## src/rtl/sparc_tlu_intpend64_if.sv

```systemverilog
// ---------------------------------------------------------------------------
// sparc_tlu_intpend64_if
//
// Bundles the pending-interrupt block's bus so that the block, the priority
// encoder and the trap logic can be wired up in one connection.
//
//   set_vec    [63:0] per-bit set requests (one-cycle pulses, multi-hot ok)
//   sw_clr_vld        software clear strobe
//   sw_clr_idx  [5:0] bit cleared when sw_clr_vld=1
//   mask       [63:0] per-bit enable; only enabled bits compete
//   pend_vec   [63:0] pend_q & mask, feeds the external 64->6 encoder
//   penc_idx    [5:0] encoder result for pend_vec (same cycle)
//   pend_q     [63:0] raw pending register
//   pend_any          |pend_vec
//   disp_vld          registered dispatch request
//   disp_idx    [5:0] registered index being dispatched
//   disp_ack          trap logic accepts the current dispatch
//   to_pulse          one-cycle pulse when a dispatch is withdrawn on timeout
//
// Modports: "slave" is the pending block itself, "master" is its
// environment (interrupt sources, encoder and trap logic).
// ---------------------------------------------------------------------------
interface sparc_tlu_intpend64_if;
    logic [63:0] set_vec;
    logic        sw_clr_vld;
    logic [5:0]  sw_clr_idx;
    logic [63:0] mask;
    logic [63:0] pend_vec;
    logic [5:0]  penc_idx;
    logic [63:0] pend_q;
    logic        pend_any;
    logic        disp_vld;
    logic [5:0]  disp_idx;
    logic        disp_ack;
    logic        to_pulse;

    modport slave (
        input  set_vec, sw_clr_vld, sw_clr_idx, mask, penc_idx, disp_ack,
        output pend_vec, pend_q, pend_any, disp_vld, disp_idx, to_pulse
    );

    modport master (
        output set_vec, sw_clr_vld, sw_clr_idx, mask, penc_idx, disp_ack,
        input  pend_vec, pend_q, pend_any, disp_vld, disp_idx, to_pulse
    );
endinterface

```

## src/rtl/sparc_tlu_intpend64.sv

```systemverilog
// ---------------------------------------------------------------------------
// sparc_tlu_intpend64
//
// 64-entry pending-interrupt holding register with a dispatch sequencer.
// The masked pending vector is handed to an external 64->6 priority encoder
// (bit 63 highest); the encoded winner is captured and offered to the trap
// logic over a valid/ack handshake, one request at a time. The serviced bit
// is cleared on ack. A request is withdrawn (bit left pending) if its mask
// bit drops, its pending bit is cleared by software, or it stays
// unacknowledged for ACK_TIMEOUT cycles (0 disables the timeout).
//
// Ports:
//   rclk    clock
//   arst_l  asynchronous active-low reset
//   bus     sparc_tlu_intpend64_if.slave (see interface header for signals)
//
// Parameters:
//   ACK_TIMEOUT  cycles disp_vld may stay unacknowledged; 0 = never
//   TO_W         timeout counter width, ACK_TIMEOUT < 2**TO_W
// ---------------------------------------------------------------------------
module sparc_tlu_intpend64 #(
    parameter int ACK_TIMEOUT = 0,
    parameter int TO_W        = 8
) (
    input  logic                 rclk,
    input  logic                 arst_l,
    sparc_tlu_intpend64_if.slave bus
);

    typedef enum logic {
        IDLE = 1'b0,
        REQ  = 1'b1
    } state_t;

    localparam bit            TO_EN   = (ACK_TIMEOUT != 0);
    localparam logic [TO_W-1:0] TO_LAST = TO_EN ? TO_W'(ACK_TIMEOUT - 1) : '0;

    state_t            state_q;
    logic [63:0]       pend_bits_q;
    logic [63:0]       pend_bits_d;
    logic [63:0]       pend_vis;
    logic [63:0]       clr;
    logic              disp_vld_q;
    logic [5:0]        disp_idx_q;
    logic              to_pulse_q;
    logic [TO_W-1:0]   cnt_q;
    logic              ack_clr;
    logic              cur_live;

    assign pend_vis = pend_bits_q & bus.mask;

    // An ack only counts while a request is actually outstanding.
    assign ack_clr  = (state_q == REQ) && bus.disp_ack;

    // The dispatched bit is still worth presenting only while it is both
    // pending and enabled.
    assign cur_live = bus.mask[disp_idx_q] && pend_bits_q[disp_idx_q];

    // Per-bit next state. The set term is OR-ed in last so a set arriving in
    // the same cycle as an ack or software clear of that bit is never lost.
    generate
        for (genvar gi = 0; gi < 64; gi++) begin : g_bit
            localparam logic [5:0] BIT_IDX = 6'(gi);
            assign clr[gi] = (ack_clr && (disp_idx_q == BIT_IDX)) ||
                             (bus.sw_clr_vld && (bus.sw_clr_idx == BIT_IDX));
            assign pend_bits_d[gi] = bus.set_vec[gi] | (pend_bits_q[gi] & ~clr[gi]);
        end
    endgenerate

    always_ff @(posedge rclk or negedge arst_l) begin
        if (!arst_l) begin
            pend_bits_q <= '0;
        end else begin
            pend_bits_q <= pend_bits_d;
        end
    end

    // Dispatch sequencer. No re-arbitration while in REQ: a higher-priority
    // arrival waits for the current request to be acked or withdrawn.
    always_ff @(posedge rclk or negedge arst_l) begin
        if (!arst_l) begin
            state_q    <= IDLE;
            disp_vld_q <= 1'b0;
            disp_idx_q <= '0;
            to_pulse_q <= 1'b0;
            cnt_q      <= '0;
        end else begin
            to_pulse_q <= 1'b0;
            case (state_q)
                IDLE: begin
                    // penc_idx is only meaningful while something is visible.
                    if (|pend_vis) begin
                        state_q    <= REQ;
                        disp_vld_q <= 1'b1;
                        disp_idx_q <= bus.penc_idx;
                        cnt_q      <= '0;
                    end
                end
                REQ: begin
                    if (bus.disp_ack) begin
                        // Ack beats withdrawal; the bit clear happens in
                        // the pending register via ack_clr.
                        state_q    <= IDLE;
                        disp_vld_q <= 1'b0;
                    end else if (!cur_live) begin
                        state_q    <= IDLE;
                        disp_vld_q <= 1'b0;
                    end else if (TO_EN && (cnt_q == TO_LAST)) begin
                        state_q    <= IDLE;
                        disp_vld_q <= 1'b0;
                        to_pulse_q <= 1'b1;
                    end else if (TO_EN) begin
                        cnt_q <= cnt_q + 1'b1;
                    end
                end
                default: begin
                    state_q    <= IDLE;
                    disp_vld_q <= 1'b0;
                end
            endcase
        end
    end

    assign bus.pend_vec = pend_vis;
    assign bus.pend_q   = pend_bits_q;
    assign bus.pend_any = |pend_vis;
    assign bus.disp_vld = disp_vld_q;
    assign bus.disp_idx = disp_idx_q;
    assign bus.to_pulse = to_pulse_q;

endmodule

```

## src/flat_wrapper.sv

```systemverilog
// flat-port wrapper written by rule: the top's interface ports become plain ports
module sparc_tlu_intpend64_flat 
#(
    parameter int ACK_TIMEOUT = 0,
    parameter int TO_W        = 8
)
  (rclk, arst_l, bus_set_vec, bus_sw_clr_vld, bus_sw_clr_idx, bus_mask, bus_penc_idx, bus_disp_ack, bus_pend_vec, bus_pend_q, bus_pend_any, bus_disp_vld, bus_disp_idx, bus_to_pulse);
  sparc_tlu_intpend64_if bus_i ();
  input  logic rclk;
  input  logic arst_l;
  input wire logic [$bits(bus_i.set_vec)-1:0] bus_set_vec;
  input wire logic [$bits(bus_i.sw_clr_vld)-1:0] bus_sw_clr_vld;
  input wire logic [$bits(bus_i.sw_clr_idx)-1:0] bus_sw_clr_idx;
  input wire logic [$bits(bus_i.mask)-1:0] bus_mask;
  input wire logic [$bits(bus_i.penc_idx)-1:0] bus_penc_idx;
  input wire logic [$bits(bus_i.disp_ack)-1:0] bus_disp_ack;
  output wire logic [$bits(bus_i.pend_vec)-1:0] bus_pend_vec;
  output wire logic [$bits(bus_i.pend_q)-1:0] bus_pend_q;
  output wire logic [$bits(bus_i.pend_any)-1:0] bus_pend_any;
  output wire logic [$bits(bus_i.disp_vld)-1:0] bus_disp_vld;
  output wire logic [$bits(bus_i.disp_idx)-1:0] bus_disp_idx;
  output wire logic [$bits(bus_i.to_pulse)-1:0] bus_to_pulse;
  assign bus_i.set_vec = bus_set_vec;
  assign bus_i.sw_clr_vld = bus_sw_clr_vld;
  assign bus_i.sw_clr_idx = bus_sw_clr_idx;
  assign bus_i.mask = bus_mask;
  assign bus_i.penc_idx = bus_penc_idx;
  assign bus_i.disp_ack = bus_disp_ack;
  assign bus_pend_vec = bus_i.pend_vec;
  assign bus_pend_q = bus_i.pend_q;
  assign bus_pend_any = bus_i.pend_any;
  assign bus_disp_vld = bus_i.disp_vld;
  assign bus_disp_idx = bus_i.disp_idx;
  assign bus_to_pulse = bus_i.to_pulse;
  sparc_tlu_intpend64 #(.ACK_TIMEOUT(ACK_TIMEOUT), .TO_W(TO_W)) u_core (.rclk(rclk), .arst_l(arst_l), .bus(bus_i));
endmodule
```

## config.mk

```make
export PLATFORM = sky130hd
export DESIGN_NAME = sparc_tlu_intpend64_flat
export DESIGN_NICKNAME = d
export VERILOG_FILES = /design/src/rtl/sparc_tlu_intpend64_if.sv /design/src/rtl/sparc_tlu_intpend64.sv /design/src/flat_wrapper.sv
export SDC_FILE = /design/constraint.sdc
export NUM_CORES = 1
export LEC_CHECK = 0
export ABC_AREA = 1
export CELL_PAD_IN_SITES_DETAIL_PLACEMENT = 0
export CELL_PAD_IN_SITES_GLOBAL_PLACEMENT = 1
export CORE_MARGIN = 8
export CORE_UTILIZATION = 24
export CTS_CLUSTER_SIZE = 8
export DETAILED_ROUTE_END_ITERATION = 8
export GPL_TIMING_DRIVEN = 0
export MAX_ROUTING_LAYER = met4
export PLACE_DENSITY = 0.83
export SLEW_MARGIN = 25
export SYNTH_ARGS = -nofsm -noshare
export SYNTH_HDL_FRONTEND = slang
export SYNTH_SLANG_ARGS = --single-unit
```

## constraint.sdc

```tcl
create_clock -name rclk -period 1.4 [get_ports rclk]
set_input_delay 0.14 -clock rclk [delete_from_list [all_inputs] [get_ports rclk]]
set_output_delay 0.14 -clock rclk [all_outputs]
set_load 0.1 [all_outputs]
```

---- Word-level counts from Yosys, hierarchy flattened ----
Cells that the tools add are included.
Widths: inputs -> output; s select.
word-level totals
  bits in registers ....................... 72
  input port bits ......................... 144
  logic and storage cells ................. 538
cells by class
  $lt $le $gt $ge ......................... 1
  equal/unequal tests ..................... 128
  multiplexer cells ....................... 12
  bitwise logic cells ..................... 194
  reduce and logical (&&, ||, !) cells .... 199
operators by type and width
  cell                count
  $eq 6x6->1 const B  64
  $eq 6x5->1 const B  32
  $logic_and 1x1->1   130
  $eq 6x4->1 const B  16
  $not 1->1           65
  $and 1x1->1         64
  $and 64x64->64      1
  $logic_or 1x1->1    64
  $or 1x1->1          64
  $reduce_or 64->1    1
  $eq 6x3->1 const B  8
  $eq 6x2->1 const B  4
  $bmux 1 s6          2
  $eq 6x1->1 const B  2
  $logic_not 6->1     2
  $mux 1              8
  $lt 6x7->1 const B  1
  $pmux 1 s2          2
  $reduce_and 2->1    2
  $ne 3x3->1 const B  1
  $ne 2x2->1 const B  1

---- Depth between registers and ports, before layout ----
Gate-level depths: netlist of the first run.
  depth in word-level cells ............... 6
  gate-level depth with buffers ........... 16
  gate-level depth less buffers ........... 13

---- Worst setup path after synthesis of the first run ----
Ideal clock, no wire load.
  path type ............................... reg2out
  start point ............................. register u_core.pend_bits_q[26] (netlist: u_core.bus.pend_q[26])
  end point ............................... output bus_pend_any
  data arrival time ....................... 2.633 ns
  required time ........................... 1.260 ns
  slack ................................... -1.373 ns
  cell stages (with the launch flop) ...... 9
  buffers on the path ..................... 0
  path through ............................ dfrtp_1 nand2_1 inv_1 nor3_1 nand2_1 nor3_1 nand3_1 nor2_1 inv_1
between the ends
  longest elaborated chain between the ends .. 2
ends and longest elaborated chain
  item                        line                        source
  start: declaration          sparc_tlu_intpend64.sv:39   logic [63:0] pend_bits_q;
  start signal: assignment    sparc_tlu_intpend64.sv:74   pend_bits_q <= pend_bits_d;
  $and 64x64->64              sparc_tlu_intpend64.sv:50   assign pend_vis = pend_bits_q & bus.mask;
  named net bus_pend_vec[26]  flat_wrapper.sv:17          output wire logic [$bits(bus_i.pend_vec)-1:0] bus_pend_vec;
  $reduce_or 64->1            sparc_tlu_intpend64.sv:126  assign bus.pend_any = |pend_vis;
  end: declaration            flat_wrapper.sv:19          output wire logic [$bits(bus_i.pend_any)-1:0] bus_pend_any;
The timed path passes the listed nets, and every way through them passes these cells.

---- Worst setup path in the final report of the first run ----
  start point ............................. register u_core.pend_bits_q[40] (netlist: u_core.bus.pend_q[40])
  end point ............................... output bus_pend_any
between the ends
  longest elaborated chain between the ends .. 2
ends and longest elaborated chain
  item              line
  $and 64x64->64    sparc_tlu_intpend64.sv:50
  $reduce_or 64->1  sparc_tlu_intpend64.sv:126
Every way passes these cells.

==> flow_summary.toml, run 1 <==
[detailed_routing]
wl_met2_um = 15600
ant_nets = 0
wirelength_um = 33200
firstDrtPassIters = 5
via_per_inst = 4.85
met1Wirelength_um = 13900
highest_layer = "met4"
drt_iter0_markers = 697
drc = 0
routedWlPerCell_um = 21.6
wl_met3_um = 2850
vias = 7428

[timing]
hold_ws_ps = 308
relSlewSlack_pct = 60.3
tightest_slew_ps = 593
hold_viol_final = 0
finalMaxSlewViolations = 0
fin_crit_sh_pct = 165
rsz0062_at_grt = "yes"
fmax_ghz = 0.432
worst_slack_ps = -917
fin_skew_ps = 9.77
period_needed_ps = 2320
fin_tns_setup_ps = -16610
setup-violations-final = 65

[worst_setup_path]
worstPathMaxFanout = 3
slowest_delay_ps = 500
startpoint_type = "flop"
crit_type = "flop to output port"
crit_arrival_ps = 2180
cp-end-kind = "output port"
ff2ff_setup_slack_ps = -850
path_buf_inv = 3
crit_path_cell_trace = "nand2_4 > clkinvlp_4 > nor3_4 > nand2_2 > nor3_2 > nand3_2 > nor2_4 > clkinvlp_4 > buf_6"
crit_family = "simple AND/OR/NAND/NOR gates"
cpMostUsedCell = "clkinvlp_4"
cp.required_ps = 1260
cpMaxStageDelayCell = "dfrtp_4"

[pwr]
p_switching_uw = 9200
comb_power_share_pct = 70.5
power.density_nw_per_um2 = 1640
power_frac_seq_pct = 16.0
power.leakage_uw = 0.00435
intPower_uw = 7360
sw_frac_of_total_pct = 55.6
ir_worst_vdd_mv = 1.05
p_clk_share_pct = 13.4

[global_routing]
grt_max_degree = 40
antenna_found_initial = 2
grt.total_usage_pct = 23.8
grt_pass1_vias = 7613
grt_pass1_wl_um = 48500
gr-total-overflow = 0

[floorplan]
floorplan.initialDensity_pct = 24.3
die_h_um = 167
die_w_um = 167
die_area_um2 = 28000
core-area_um2 = 22600
ios = 281
row_count = 55

[placement]
place.gp.congestion = 0.923
hpwl_um = 25700
io_buffers = 279
place_inst = 1473
place_ws_ps = -1710

[layout]
syn_to_final_growth_pct = 84.1
multi_input_area_um2 = 3660
drive_gt1_share_pct = 40.9
num-fill-cells = 2384
stdcell_count = 1533
finalNetCount = 1385
regArea_um2 = 1920

[job]
max-cap-violations = 0

[yosys]
synth_area_per_cell_um2 = 6.05
synthXorXnorAreaFrac_pct = 0
synthAdderAreaFrac_pct = 0
yosysWarnings = 0
synth_top_family_by_area = "simple AND/OR/NAND/NOR gates"
syn_nets = 1052
synthMuxAreaShare_pct = 0
syn_inst = 908
synth_seq_cells = 72
syn_area_um2 = 5490
seq_area_frac_synth_pct = 32.8
synth-compound-area-share_pct = 14.1
synth_cell_type_count = 30
synth-simple-area-share_pct = 41.5

[clocking]
htreeDepth = 3
cts.path.max_buffers = 2
clockRootBuffer = "clkbuf_16"
cts_tree = "done"
worstSkewPairLatency_ps = 350
cts_sinks = 72
clk_pin_slew_ps = 60
cts_made_buffers = 9

[status]
status = "finished, violations left"
violations = "setup timing"

[hold_path]
hp-class = "primary input to asynchronous set/reset pin"
synthesized netlist by cell type, drive strengths merged:
master	n	area (µm²)
nand3	12	65.1
nor4	3	18.8
dfrtp	72	1800
o22ai	6	37.5
inv	122	460
nand2	450	1690
nor3	8	60.1
clkinv	1	3.75
conb	1	3.75
nand4	8	50.1
nor2	93	369
or2	4	25.0
a221oi	4	35.0
a21oi	2	13.8
o21bai	33	248
a31o	27	236
buf	21	169
o21ai	41	205
cell type report:
class	instances	area share, %
Multi-Input combinational cell	692	36.2
Buffer	21	2.24
Clock buffer	14	2.51
Inverter	123	7.22
Sequential cell	72	18.9
Clock inverter	2	0.161
Antenna cell	2	0.0495
Timing Repair Buffer	322	29.1
Tap cell	285	3.53
sequential cells by signal, indices dropped and copies added, names as in the netlist:
| name | count |
|---|---|
| u_core.bus.disp_vld | 1 |
| u_core.state_q | 1 |
| u_core.bus.disp_idx | 6 |
| u_core.bus.pend_q | 64 |
power groups by stage:
stage	sequential (µW)	clock, µW	combinational, µW
CTS	2630	2220	11100
global placement	2650	0	9680
floorplan	3770	0	5410
detailed placement	2650	0	9710
global route	2680	2290	12400
finish	2650	2220	11700
what timing repair did:
action | 4_1_cts | 5_1_grt
cloned | 2 | 1
hold endpoints to repair | 33 | 0
pin swaps | 40 | 22
hold buffers | 1 | 0
gates resized for setup | 841 | 112
setup buffers | 27 | 13
endpoints found under the setup margin | 208 | 120
metrics by stage:
step	cell area, µm²	utilization [%]	total power, µW
after floorplan	6030	-	9180
after global placement	9180	40.7	12300
after detailed placement	9210	40.8	12400
after CTS	9680	42.9	16000
after global routing	10100	44.8	17300
final	10100	44.8	16600
cell families (layout without fill, tap and decap cells):
family | count (synthesis) | in the layout
DFF | 72 | 72
other | 1 | 3
buffers and inverters | 144 | 482
AOI/OAI and AO/OA | 113 | 113
and+or+nand+nor | 578 | 578
worst reg2reg max path, cell delays in order, from the launching register on:
cell and delay [ps]:
dfrtp_4 500, nand2_4 90, clkinvlp_4 100, nor3_4 240, nand2_2 100, nor3_2 140, nand3_2 160, nor2_4 190
buf_4 140, buf_6 80, buf_6 80, nor2_4 40, buf_6 140, nand2_1 50, o21ai_0 70
cells in the final DEF (no fill, tap or decap), types with 4 or more instances in the layout:
master / synthesis / routed
nand2_8: 0 / 5
nor3_4: 0 / 6
o21ai_2: 0 / 6
clkdlybuf4s50_1: 0 / 140
clkinvlp_4: 0 / 59
inv_1: 120 / 40
buf_2: 9 / 71
a31o_2: 27 / 27
buf_6: 5 / 48
nand3_2: 1 / 4
nor2_4: 2 / 27
or2_4: 0 / 4
nand2_4: 0 / 4
nand2_2: 0 / 34
o21ai_1: 12 / 15
clkbuf_1: 0 / 4
nor2_1: 89 / 55
dfrtp_4: 0 / 10
nand3_1: 11 / 8
o22ai_2: 0 / 5
buf_4: 2 / 61
dfrtp_2: 0 / 61
inv_2: 1 / 12
inv_4: 1 / 9
clkbuf_16: 0 / 9
o21ai_0: 29 / 19
buf_12: 0 / 13
nand4_1: 8 / 8
nor2_2: 2 / 11
a221oi_2: 0 / 4
nand2_1: 450 / 407
o21bai_1: 33 / 33
metal layers:
| layer | vias up | track usage, % |
|---|---|---|
| met1 | 3478 | 29.4 |
| met2 | 393 | 38.7 |
| met4 | 0 | 6.29 |
| met5 | - | - |
| met3 | 55 | 5.69 |
| li1 | 3502 | - |
worst paths after layout:
check                                 startpoint                endpoint  cells past startpoint
min reg2reg                  u_core.bus.disp_vld     u_core.bus.disp_vld                      2
min                                       arst_l  u_core.bus.disp_idx[2]                      2
max                        u_core.bus.pend_q[40]            bus_pend_any                      9
max in group asynchronous                 arst_l   u_core.bus.pend_q[26]                      3
max reg2reg                u_core.bus.pend_q[40]  u_core.bus.disp_idx[1]                     14
min in group rclk                bus_penc_idx[5]  u_core.bus.disp_idx[5]                      3
Power figures use the tool's default switching activity.
==> run 2: changes to the inputs <==
--- a/config.mk
+++ b/config.mk
@@ -10,7 +10,6 @@
 export CELL_PAD_IN_SITES_GLOBAL_PLACEMENT = 1
 export CORE_MARGIN = 8
 export CORE_UTILIZATION = 24
-export CTS_CLUSTER_SIZE = 8
 export DETAILED_ROUTE_END_ITERATION = 8
 export GPL_TIMING_DRIVEN = 0
 export MAX_ROUTING_LAYER = met4
==> results of run 2 <==
Same layout as run 1: the final DEF is identical, and so are final timing and power.
